[src/rtl/adder4b.sv]
// rtl/adder4b.sv - 4-bit unsigned adder with carry-out as bit 4 of the sum
module adder4b (
    input  logic [3:0] A,
    input  logic [3:0] B,
    output logic [4:0] S
);

    assign S = {1'b0, A} + {1'b0, B};

endmodule

[src/rtl/mult4b_seq.sv]
// rtl/mult4b_seq.sv - sequential 4x4 unsigned shift-and-add multiplier, 8-bit product
// One partial product is added per CALC cycle through a single adder4b.
// The 9-bit accumulator {carry, hi, lo} is shifted right after every add.
// As a result, the adder carry lands in hi[3] and the carry register is never needed.
module mult4b_seq (
    input  logic       clock,
    input  logic       reset,
    input  logic       start,
    input  logic [3:0] A,
    input  logic [3:0] B,
    output logic [7:0] P,
    output logic       busy,
    output logic       done
);

    typedef enum logic [1:0] {
        IDLE = 2'd0,
        CALC = 2'd1,
        DONE = 2'd2
    } state_t;

    state_t     state;
    logic [3:0] mcand;
    logic [3:0] hi;
    logic [3:0] lo;
    logic [1:0] cnt;
    logic [3:0] add_b;
    logic [4:0] sum;

    // The multiplier LSB currently in lo[0] selects whether the multiplicand is added.
    assign add_b = lo[0] ? mcand : 4'b0000;

    adder4b u_adder (
        .A (hi),
        .B (add_b),
        .S (sum)
    );

    // Control FSM and datapath registers.
    // busy/done are registered alongside the state so they change only on state changes.
    always_ff @(posedge clock or posedge reset) begin
        if (reset) begin
            state <= IDLE;
            mcand <= 4'd0;
            hi    <= 4'd0;
            lo    <= 4'd0;
            cnt   <= 2'd0;
            P     <= 8'd0;
            busy  <= 1'b0;
            done  <= 1'b0;
        end else begin
            case (state)
                IDLE: begin
                    done <= 1'b0;
                    if (start) begin
                        mcand <= A;
                        hi    <= 4'd0;
                        lo    <= B;
                        cnt   <= 2'd0;
                        busy  <= 1'b1;
                        state <= CALC;
                    end
                end
                CALC: begin
                    // {carry, hi, lo} <= {sum, lo} >> 1
                    hi  <= sum[4:1];
                    lo  <= {sum[0], lo[3:1]};
                    cnt <= cnt + 2'd1;
                    if (cnt == 2'd3) begin
                        P     <= {sum[4:1], sum[0], lo[3:1]};
                        done  <= 1'b1;
                        state <= DONE;
                    end
                end
                DONE: begin
                    busy  <= 1'b0;
                    done  <= 1'b0;
                    state <= IDLE;
                end
                default: begin
                    busy  <= 1'b0;
                    done  <= 1'b0;
                    state <= IDLE;
                end
            endcase
        end
    end

endmodule
[config.mk]
export PLATFORM = sky130hd
export DESIGN_NAME = mult4b_seq
export DESIGN_NICKNAME = d
export VERILOG_FILES = /design/src/rtl/adder4b.sv /design/src/rtl/mult4b_seq.sv
export SDC_FILE = /design/constraint.sdc
export NUM_CORES = 1
export LEC_CHECK = 0
export CAP_MARGIN = 20
export CORE_UTILIZATION = 39
export DETAILED_ROUTE_END_ITERATION = 8
export PLACE_DENSITY = 0.62
export SYNTH_ARGS = -nofsm -noshare
export SYNTH_HDL_FRONTEND = slang
export SYNTH_HIERARCHICAL = 1
export SYNTH_SLANG_ARGS = --single-unit
[constraint.sdc]
create_clock -name clock -period 1.8 [get_ports clock]
set_input_delay 0.54 -clock clock [delete_from_list [all_inputs] [get_ports clock]]
set_output_delay 0.54 -clock clock [all_outputs]
set_load 0.02 [all_outputs]
# After elaboration in Yosys (flattened, before gate mapping)
# Index checks and enable logic that the tools add are counted.
[totals]
wordCells = 36
in_bits = 11
register_bits = 26
out_inout_bits = 10
[classes]
eq_ne = 4
n_bitwise = 1
muxes = 14
reduce_logical = 7
addsub = 2
[op_table]
columns = ["cell", "n"]
rows = [
  ["one-hot mux 4 bit (2 select lines)", 2],
  ["2-to-1 mux 4 bit", 3],
  ["AND reduction 2 bit", 5],
  ["one-hot mux 2 bit (2 select lines)", 2],
  ["2-to-1 mux 2 bit", 3],
  ["adder 4 x 4 -> 5 bit", 1],
  ["!= test 2 bit, second input constant", 2],
  ["2-to-1 mux 1 bit", 3],
  ["adder 2 x 1 -> 2 bit, second input constant", 1],
  ["equality test 2 x 1 -> 1 bit, second input constant", 1],
  ["equality test 2 bit, second input constant", 1],
  ["logical NOT 2 bit", 1],
  ["one-hot mux 1 bit (2 select lines)", 1],
  ["nonzero test 2 bit", 1],
  ["NOT 1 bit", 1],
]

# Logic depth before layout (Yosys ltp)
[depth]
word_depth = 3
ltp_mapped = 8
depth_no_buf = 8

# Modules after synthesis
# Netlist, hierarchy kept.
[by_module_without_submodules]
columns = ["module", "area_per_inst_um2", "cells_each", "instances", "seq_area_each_um2"]
rows = [
  ["mult4b_seq", 1093.5, 80, 1, 650.6],
  ["adder4b", 136.4, 16, 1, 0.0],
]

# Least setup slack after synthesis
# Ideal clock, no wire load.
[synth_path]
path_type = "register -> register"
start = "reg lo[0]"
end = "reg P[5]"
setup_time_ns = 0.125
stages_incl_launch_ff = 7
path_slack_ns = 0.241
period_less_slack_ns = 1.559
n_path_buf = 0
required_time_ns = 1.675
arrival_ns = 1.434
cell_sequence = "dfrtp_1 > and2_1 > ha_1 > inv_1 > fa_1 > xnor2_1 > mux2_2"
[synth_between]
elab_chain_cells = 2
[synth_rtl]
columns = ["item", "line_no", "source"]
rows = [
  ["start: declaration", "mult4b_seq.sv:25", "logic [3:0] lo;"],
  ["start signal: assignment", "mult4b_seq.sv:67", "lo <= {sum[0], lo[3:1]};"],
  ["2-to-1 mux 4 bit", "mult4b_seq.sv:31", "assign add_b = lo[0] ? mcand : 4'b0000;"],
  ["via add_b[0]", "mult4b_seq.sv:27", "logic [3:0] add_b;"],
  ["adder 4 x 4 -> 5 bit", "adder4b.sv:8", "assign S = {1'b0, A} + {1'b0, B};"],
  ["via sum[2]", "mult4b_seq.sv:28", "logic [4:0] sum;"],
  ["end signal: assignment", "mult4b_seq.sv:70", "P <= {sum[4:1], sum[0], lo[3:1]};"],
  ["end: declaration", "mult4b_seq.sv:11", "output logic [7:0] P,"],
]
# The timed path passes the listed nets, and every way through them passes these cells.
# A chain may end at the register's enable or synchronous reset.

# Final worst setup path
[layout_path]
start = "reg lo[0]"
end = "reg P[7]"
# The elaborated chain is that of the path after synthesis.

==> metrics.yaml <==
run_status:
  status: "finished, final reports clean"
drt:
  drc: 0
  first_pass_iters: 4
  routedWlPerCell_um: 13.4
  detail-route-antenna-nets: 0
  routed_wl_um: 2220
  dr_total_vias: 794
  drt-initial-drc-count: 6
  vias_per_cell: 4.81
power_and_ir_drop:
  power_density_nw_per_um2: 1720
  peakVddDrop_mv: 0.800
  p_leak_nw: 0.721
worst_setup_path:
  ff2ff_path_depth: 8
  crit-reg2reg-capture: "P[7]$_DFFE_PP0P_"
  cp.required_ns: 2.03
  critPathKind: "flop to flop"
  crit_fanout: 5
  end_kind: "flop"
  rr_startpoint: "lo[0]$_DFFE_PP0P_"
  crit_start: "lo[0]$_DFFE_PP0P_"
  crit_end: "P[7]$_DFFE_PP0P_"
  crit_path_start_kind: "flop"
  cp_data_arrival_time_ns: 1.91
  r2r_slack_ns: 0.13
timing:
  worstMarginPinSlew_ns: 0.453
  finClkSkew_ns: 0.00288
  setup_viol: 0
  hold_ws_ns: 0.499
  hold_viol_final: 0
  timing.fmax_mhz: 597
  slew_headroom: 0.698
  fin_crit_sh: 0.930
  final_max_slew_viol_count: 0
  fin_crit_ns: 1.67
  rsz0062_at_grt: "no"
global_route:
  grtUsageMet2: 0.232
  grt_pass1_vias: 801
  grt_max_degree: 27
  top_usage_layer: "met2"
  antenna_found_initial: 0
  use_met3: 0.0491
  grt.overflow.total: 0
  grt_pass1_wl_um: 3780
  grtUsageMet1: 0.212
  grt.total_usage: 0.150
die:
  core_um2: 3030
  die-width_um: 58.2
  rows: 20
  die_y_um: 58.2
  die-area_um2: 3380
  ios: 21
  initial_core_util: 0.406
yosys:
  syn_nets: 113
  synth.avg_cell_area_um2: 12.8
  ys_types: 26
  synth_area_leader_cell: "dfrtp_1"
  ys_top_cells_by_area: "dfrtp_1 (53%), mux2_2 (12%), ha_1 (5.1%)"
  seq_area_frac_synth: 0.529
  synth_top_area_frac: 0.529
  synth_area_um2: 1230
  yosysWarnings: 6
  synth_seq_cells: 26
  synth_cells: 96
place:
  port_buffers: 20
  hpwlAfterDp_um: 1630
  dpl_cell_area_um2: 1500
  gp_congestion: 0.775
cells_and_area:
  finalNetCount: 139
  diodes: 0
  final_util: 0.502
  drive_above_1_share: 0.198
  area_growth_pct: 23.5
  final_area_um2: 1520
clock_network:
  hold_buffers: 0
  clockBufferDepth: 2
  cts_tree: "built"
  path_clk_slew_ns: 0.14
  cts_made_buffers: 3
  htree_levels: 1
  cts.sink_count: 26
  clock-root-buffer: "clkbuf_4"
  clk_latency_ns: 0.32
  cts.repair.resized: 10
  postCtsSetupRepairBufs: 0
worst_hold_path:
  holdCritPathClass: "flop to flop"
run:
  maxCapViolations: 0
## power by group
part	leakage (nW)	switching [mW]	internal, mW
clock network	0.0210	0.178	0.124
logic	0.386	0.618	0.653
registers	0.314	0.192	0.856
## placed cells by master, fill, tap and decap left out, types with 3 or more instances in the layout
master / n
a221oi_1: 3
nand2b_1: 3
ha_1: 5
mux2_2: 13
nor2_1: 3
dlygate4sd2_1: 10
dfrtp_1: 26
clkbuf_4: 3
inv_1: 11
a22o_1: 5
and2_1: 4
clkdlybuf4s50_1: 10
nor3b_1: 4
buf_4: 3
## critical path, cell delays in order (launching register included)
cell and delay (ns):
dfrtp_1 0.43, and2_1 0.15, ha_1 0.18, inv_1 0.07, fa_1 0.20, nor2b_1 0.05, o21ai_0 0.14, nand2b_1 0.09
mux2_2 0.26
## per-layer routing
metal	wire length (µm)	up-vias
li1	-	385
met1	1080	391
met2	1030	18
met3	111	0
met4	0	0
met5	0	-
## how the worst min path moves through the flow
stage                    startpoint                    to  cells past startpoint
6_report           done$_DFFE_PP0P_      done$_DFFE_PP0P_                      1
3_5_place_dp       done$_DFFE_PP0P_      done$_DFFE_PP0P_                      1
5_1_grt            done$_DFFE_PP0P_      done$_DFFE_PP0P_                      1
4_1_cts            done$_DFFE_PP0P_      done$_DFFE_PP0P_                      1
2_1_floorplan  mcand[0]$_DFFE_PP0P_  mcand[0]$_DFFE_PP0P_                      1
3_3_place_gp       done$_DFFE_PP0P_      done$_DFFE_PP0P_                      1
## synth_stat cells (all sizes together)
cell	count
a21oi	3
o21a	1
inv	11
nor2	3
nand2b	3
a22o	5
mux2	13
xnor2	2
a211oi	1
nor4b	1
o21ai	1
a221oi	3
a21o	1
nand3b	1
dfrtp	26
and2b	1
and2	4
buf	2
nor3b	5
ha	5
nor2b	2
fa	1
o21bai	1
## area by class of cell
class / count / area, µm²
flip-flops and latches: 26 / 651
fillers: 285 / 1510
repair buffers: 23 / 210
well taps: 44 / 55.1
multi-input cells: 57 / 526
clock buffers: 4 / 36.3
inverters: 11 / 41.3
## sequential cells by signal (all words and copies together) (netlist names)
| name | cells |
|---|---|
| P | 8 |
| busy | 1 |
| cnt | 2 |
| done | 1 |
| hi | 4 |
| lo | 4 |
| mcand | 4 |
| state | 2 |
## per-stage QoR
step / setup slack (ns) / power, mW / TNS (ns) / std cells
after global routing: 0.0378 / 2.84 / 0 / 165
after global placement: 0.0218 / 2.37 / 0 / 161
after detailed placement: -0.00840 / 2.42 / -0.00840 / 161
after CTS: 0.106 / 2.65 / 0 / 165
final: 0.125 / 2.62 / 0 / 165
after floorplan: 0.241 / 1.99 / 0 / 96
## cells by family (layout without fill, tap and decap cells)
kind of cell | Yosys count | in the layout | share of synthesized area
AOI/OAI and AO/OA | 16 | 16 | 0.110
xor gates and xnor gates | 2 | 2 | 0.0142
adders and majority gates | 6 | 6 | 0.0671
buffers and inverters | 13 | 38 | 0.0437
muxes | 13 | 13 | 0.119
DFF | 26 | 26 | 0.529
and+or+nand+nor | 20 | 20 | 0.117
No activity file was read; power rests on OpenSTA's default activity.
==> variant 1, RTL diff (same flow settings) <==
Add an input register stage for `start`, `A` and `B`, with the module's reset; this delays them by one clock.
--- a/src/rtl/mult4b_seq.sv
+++ b/src/rtl/mult4b_seq.sv
@@ -19,4 +19,20 @@
         DONE = 2'd2
     } state_t;
+
+    logic start_q;
+    logic [3:0] A_q;
+    logic [3:0] B_q;
+
+    always_ff @(posedge clock or posedge reset) begin
+        if (reset) begin
+            start_q <= '0;
+            A_q     <= '0;
+            B_q     <= '0;
+        end else begin
+            start_q <= start;
+            A_q     <= A;
+            B_q     <= B;
+        end
+    end
 
     state_t     state;
@@ -53,8 +69,8 @@
                 IDLE: begin
                     done <= 1'b0;
-                    if (start) begin
-                        mcand <= A;
+                    if (start_q) begin
+                        mcand <= A_q;
                         hi    <= 4'd0;
-                        lo    <= B;
+                        lo    <= B_q;
                         cnt   <= 2'd0;
                         busy  <= 1'b1;
Formal check against the unedited RTL: not equivalent (a bounded check fails within 4 cycles, from zero or initial values and one cycle with reset high).
==> variant 1 against the unedited design <==
- global-route usage rose by 0.29 points
- cell area rose by 14%
- critical path depth fell by 2
- routed wire length is 3.4% higher
- non-clock buffer count fell by 2
- total power increased by 13%
- sequential cell count increased by 9
- synthesized area grew 14%
- worst setup slack got worse by 0.0070 ns
- largest power group unchanged
- highest routed layer is now met4
==> variant 1: results (changes against the unedited design) <==
* Status: complete, no violations
* Mapped Nets at 121 (+7.1%)
* GRT met3 Usage at 4.348% (-0.56 points)
* Distinct cell type count after synthesis at 21 (-19%)
* Total cell area at the placement stage at 1674 sq um (+12%)
* Maximum cell stage delay along the critical path at 0.51 ns (+0.08 ns)
* Mux contribution to synthesized area at 9.677% (-2.2 points)
* Filler-free cell count of the finished design at 179 (+8.5%)
* Length of the first detailed-routing pass in iterations at 5 (+1)
* Routed wire per std cell at 12.79 microns (-4.7%)
* Met1 GRT Util at 19.19% (-2.0 points)
* Seq. cell area at 875.8 sq um (+35%)
* Global-route total usage across every layer at 15.28% (+0.29 points)
* Clock transition at the registers of the reported paths at 0.11 ns (-0.03 ns)
* Hold-critical path endpoint: mcand[2]
* H-tree depth at 2 (+1)
* Hpwl dp at 1684 microns (+3.1%)
* Net Sw Frac at 37.11% (-0.59 points)
* Transition time at the pin with the least slew margin at 0.4699 ns (+0.01728 ns)
* Leakage power of the design at 0.7969 nW (+11%)
* Leading post-synthesis cells by cell area: sky130_fd_sc_hd__dfrtp_1, sky130_fd_sc_hd__mux2_2, sky130_fd_sc_hd__ha_1
* Synthesized netlist cell count at 104 (+8.3%)
* Final clock skew at 0.009128 ns (+0.006243 ns)
* Final cycle utilization of the critical path at 93.43% (+0.39 points)
* Post-Place Setup Slack at 0.1319 ns (+0.1403 ns)
* Filler cell count in the final layout at 302 (+6.0%)
* Via density per instance at 4.888 (+1.6%)
* Compound-cell area share of the yosys netlist at 11.29% (+0.30 points)
* Length in cells of the worst reg-to-reg path at 6 (-2)
* Weighted congestion at the end of routability-driven global placement at 0.7638 (-1.4%)
* Ys Warns at 6 (unchanged)
* Routed met1 length at 1029 microns (-4.5%)
* Clk_lat worst skew at 0.34 ns (+0.02 ns)
* Detailed-routed wire length on met3 at 97 microns (-13%)
* Peak supply drop at 0.7471 mV (-6.6%)
* Vias in the first global route at 837 (+4.5%)
* Hold wc startpoint: A_q[2]
* Placed cells at 171 (+6.2%)
* Most used standard cells in the synthesized netlist: sky130_fd_sc_hd__dfrtp_1, sky130_fd_sc_hd__mux2_2, sky130_fd_sc_hd__inv_1
* Share of the yosys chip area belonging to registers at 62.72% (+9.8 points)
* Cts bufs inserted at 5 (+2)
* Area share of fa/ha/maj cells after synthesis at 5.914% (-0.80 points)
* Critical path capture point: P[4]
* DRT iter0 DRCs at 23 (+17)
* Highest metal layer with signal wires: met4
* XOR/XNOR share of the synthesized area at 1.254% (-0.17 points)
* Cell family with most CP delay: adder cells
* Slowest cell on the critical path: sky130_fd_sc_hd__fa_2
* Largest fanout on the critical path at 6 (+1)
* Met2 Usage GRT at 22.43% (-0.73 points)
* Layout cell share with drive strength beyond 1 at 21.05% (+1.2 points)
## variant 1: final cells by class
class | instances | share of cell area, %
Clock inverter | 3 | 1.161
Clock buffer | 5 | 2.177
Inverter | 9 | 1.959
Tap cell | 46 | 3.338
Multi-Input combinational cell | 60 | 28.52
Timing Repair Buffer | 21 | 12.05
Sequential cell | 35 | 50.80
## variant 1: timing repair
action | CTS | global route
setup endpoints to repair | 10 | 3
pin swaps | 0 | 1
endpoints found under the hold margin | 0 | 0
resized for setup | 10 | 4
## variant 1: power by group through the flow
stage	sequential, mW	clock (mW)	combinational, mW
final	1.26	0.416	1.28
after CTS	1.26	0.434	1.27
after detailed placement	1.28	0	1.34
after global placement	1.27	0	1.30
after floorplan	1.37	0	0.810
after global routing	1.31	0.471	1.42
## variant 1: kinds of logic (layout without fill, tap and decap cells)
family                     after synthesis  after routing
adders and majority gates                6              6
muxes                                   12             12
and+or+nand+nor                         16             16
buffers and inverters                    9             38
DFF                                     35             35
AOI/OAI and AO/OA                       24             24
xor gates and xnor gates                 2              2
==> variant 2, RTL diff (config.mk and constraints unchanged) <==
Without the edit above. Put one more register stage on the output `P`, with the module's reset. The value now appears one clock later. The other outputs are not delayed to match.
--- a/src/rtl/mult4b_seq.sv
+++ b/src/rtl/mult4b_seq.sv
@@ -19,4 +19,6 @@
         DONE = 2'd2
     } state_t;
+
+    logic [7:0] P_s0;
 
     state_t     state;
@@ -46,5 +48,5 @@
             lo    <= 4'd0;
             cnt   <= 2'd0;
-            P     <= 8'd0;
+            P_s0  <= 8'd0;
             busy  <= 1'b0;
             done  <= 1'b0;
@@ -68,5 +70,5 @@
                     cnt <= cnt + 2'd1;
                     if (cnt == 2'd3) begin
-                        P     <= {sum[4:1], sum[0], lo[3:1]};
+                        P_s0  <= {sum[4:1], sum[0], lo[3:1]};
                         done  <= 1'b1;
                         state <= DONE;
@@ -87,3 +89,11 @@
     end
 
+    always_ff @(posedge clock or posedge reset) begin
+        if (reset) begin
+            P <= '0;
+        end else begin
+            P <= P_s0;
+        end
+    end
+
 endmodule
Function: changed (a bounded check fails within 10 cycles, from zero or initial values and one cycle with reset high).
==> variant 2 against the unedited design <==
- sequential share of layout area up 6.2 points
- routed wire length up 8.7%
- largest cell class unchanged
- synthesized area up 11%
- first-iteration DRC count rose to 4.3 times the old value
- worst setup slack worse by 0.025 ns
- critical endpoint is now P_s0[7]
- cell area up 14%
- non-clock buffer count up 3
- total power up 18%
- sequential cell count up 8
- count of clock-buffer cells in the layout up 2
- utilization up 1.4 points
- global-route usage down 0.15 points
==> variant 2: results (changes against the unedited design) <==
* CP Data Arrival Time at 1.93 ns (+0.02 ns)
* Hpwl dp at 1722 microns (+5.4%)
* Clock transition at the registers of the reported paths at 0.10 ns (-0.04 ns)
* Leakage power of the design at 0.8298 nW (+15%)
* Largest fanout on the critical path at 5 (unchanged)
* Filler-free cell count of the finished design at 181 (+9.7%)
* Final clock skew at 0.008408 ns (+0.005523 ns)
* Final-stage net count at 153 (+10%)
* Routed wire per std cell at 13.30 microns (-0.94%)
* Slowest cell on the critical path: sky130_fd_sc_hd__dfrtp_1
* Cell family with most CP delay: flip-flops
* Layout cell share with drive strength beyond 1 at 21.48% (+1.6 points)
* Total of buffers placed on input and output ports at 20 (unchanged)
* H-tree depth at 2 (+1)
* Status: complete, no violations
* Number of enable-type register cells in the synthesized netlist at 0 (unchanged)
* Global-route total usage across every layer at 14.85% (-0.15 points)
* Cts bufs inserted at 5 (+2)
* Maximum cell stage delay along the critical path at 0.42 ns
* Peak supply drop at 0.7502 mV (-6.2%)
* Filler cell count in the final layout at 318 (+12%)
* Vias in the first global route at 808 (+0.87%)
* Relative slew margins at 83.17% (+13 points)
* Total Negative Setup Slacks at 0 ns (unchanged)
* Placed cells at 174 (+8.1%)
* Wire length of the first global-routing pass at 3829 microns (+1.3%)
* DRT iter0 DRCs at 26 (+20)
* Mapped Avg Cell Area at 13.31 sq um (+3.9%)
* Share of the yosys chip area belonging to registers at 62.04% (+9.1 points)
* Weighted congestion at the end of routability-driven global placement at 0.7435 (-4.0%)
* Leading post-synthesis cells by cell area: sky130_fd_sc_hd__dfrtp_1, sky130_fd_sc_hd__mux2_2, sky130_fd_sc_hd__ha_1
* Most used standard cells in the synthesized netlist: sky130_fd_sc_hd__dfrtp_1, sky130_fd_sc_hd__mux2_2, sky130_fd_sc_hd__inv_1
* Mapped Nets at 120 (+6.2%)
* Distinct cell type count after synthesis at 21 (-19%)
* Via density per instance at 4.939 (+2.6%)
* Largest net degree at the start of global routing at 35 (+30%)
-- variant 2: routing by layer --
metal | vias up | GRT usage [%] | share of wire, %
li1 | 425 | - | -
met1 | 441 | 19.19 | 47
met2 | 21 | 21.43 | 46
met3 | 7 | 6.513 | 4.9
met4 | 0 | 6.818 | 2.0
met5 | - | 0 | 0
-- variant 2: repair_timing --
action | 4_1_cts | 5_1_grt
setup buffers | 0 | 1
resized for setup | 8 | 3
setup endpoints to repair | 8 | 5
-- variant 2: logic make-up after synthesis --
logic type,synth area share [%]
AO/OA/AOI/OAI,11.50
adder cells (fa/ha/maj),6.022
buffers and inverters,2.463
flip-flops,62.04
multiplexers,9.854
XOR/XNOR,1.278
AND/OR/NAND/NOR,6.844
-- variant 2: final cells by class --
class | instances | share of cell area (%)
Tap cell | 46 | 3.317
Inverter | 9 | 1.947
Timing Repair Buffer | 26 | 14.56
Multi-Input combinational cell | 60 | 28.19
Sequential cell | 34 | 49.03
Clock buffer | 6 | 2.956
-- variant 2: worst paths after layout --
check / start / to / slack, ns / cells past startpoint
min: P_s0[2] / P[2] / 0.38 / 0
min in group asynchronous: reset / P_s0[6] / 0.56 / 3
max: lo[0] / P_s0[7] / 0.10 / 8
min reg2reg: P_s0[2] / P[2] / 0.38 / 0
max reg2reg: lo[0] / P_s0[7] / 0.10 / 8
max in group asynchronous: reset / done / 1.06 / 3
-- variant 2: power by group --
part | internal (mW) | leakage, nW | switching [mW]
clock network | 0.176 | 0.0302 | 0.238
registers | 1.13 | 0.408 | 0.200
logic | 0.684 | 0.392 | 0.668
total | 1.99 | 0.830 | 1.11
-- variant 2: metrics by stage --
stage / power [mW] / hold slack (ns) / area, sq um / utilization [%] / setup slack [ns]
2_1_floorplan: 2.256 / 0.3486 / 1371 / - / 0.2091
3_3_place_gp: 2.694 / 0.3558 / 1679 / 49.93 / 0.006186
3_5_place_dp: 2.774 / 0.3594 / 1679 / 49.93 / 0.003034
4_1_cts: 3.127 / 0.3830 / 1720 / 51.15 / 0.0002132
5_1_grt: 3.339 / 0.3890 / 1735 / 51.60 / 0.002692
6_report: 3.096 / 0.3769 / 1735 / 51.60 / 0.1008
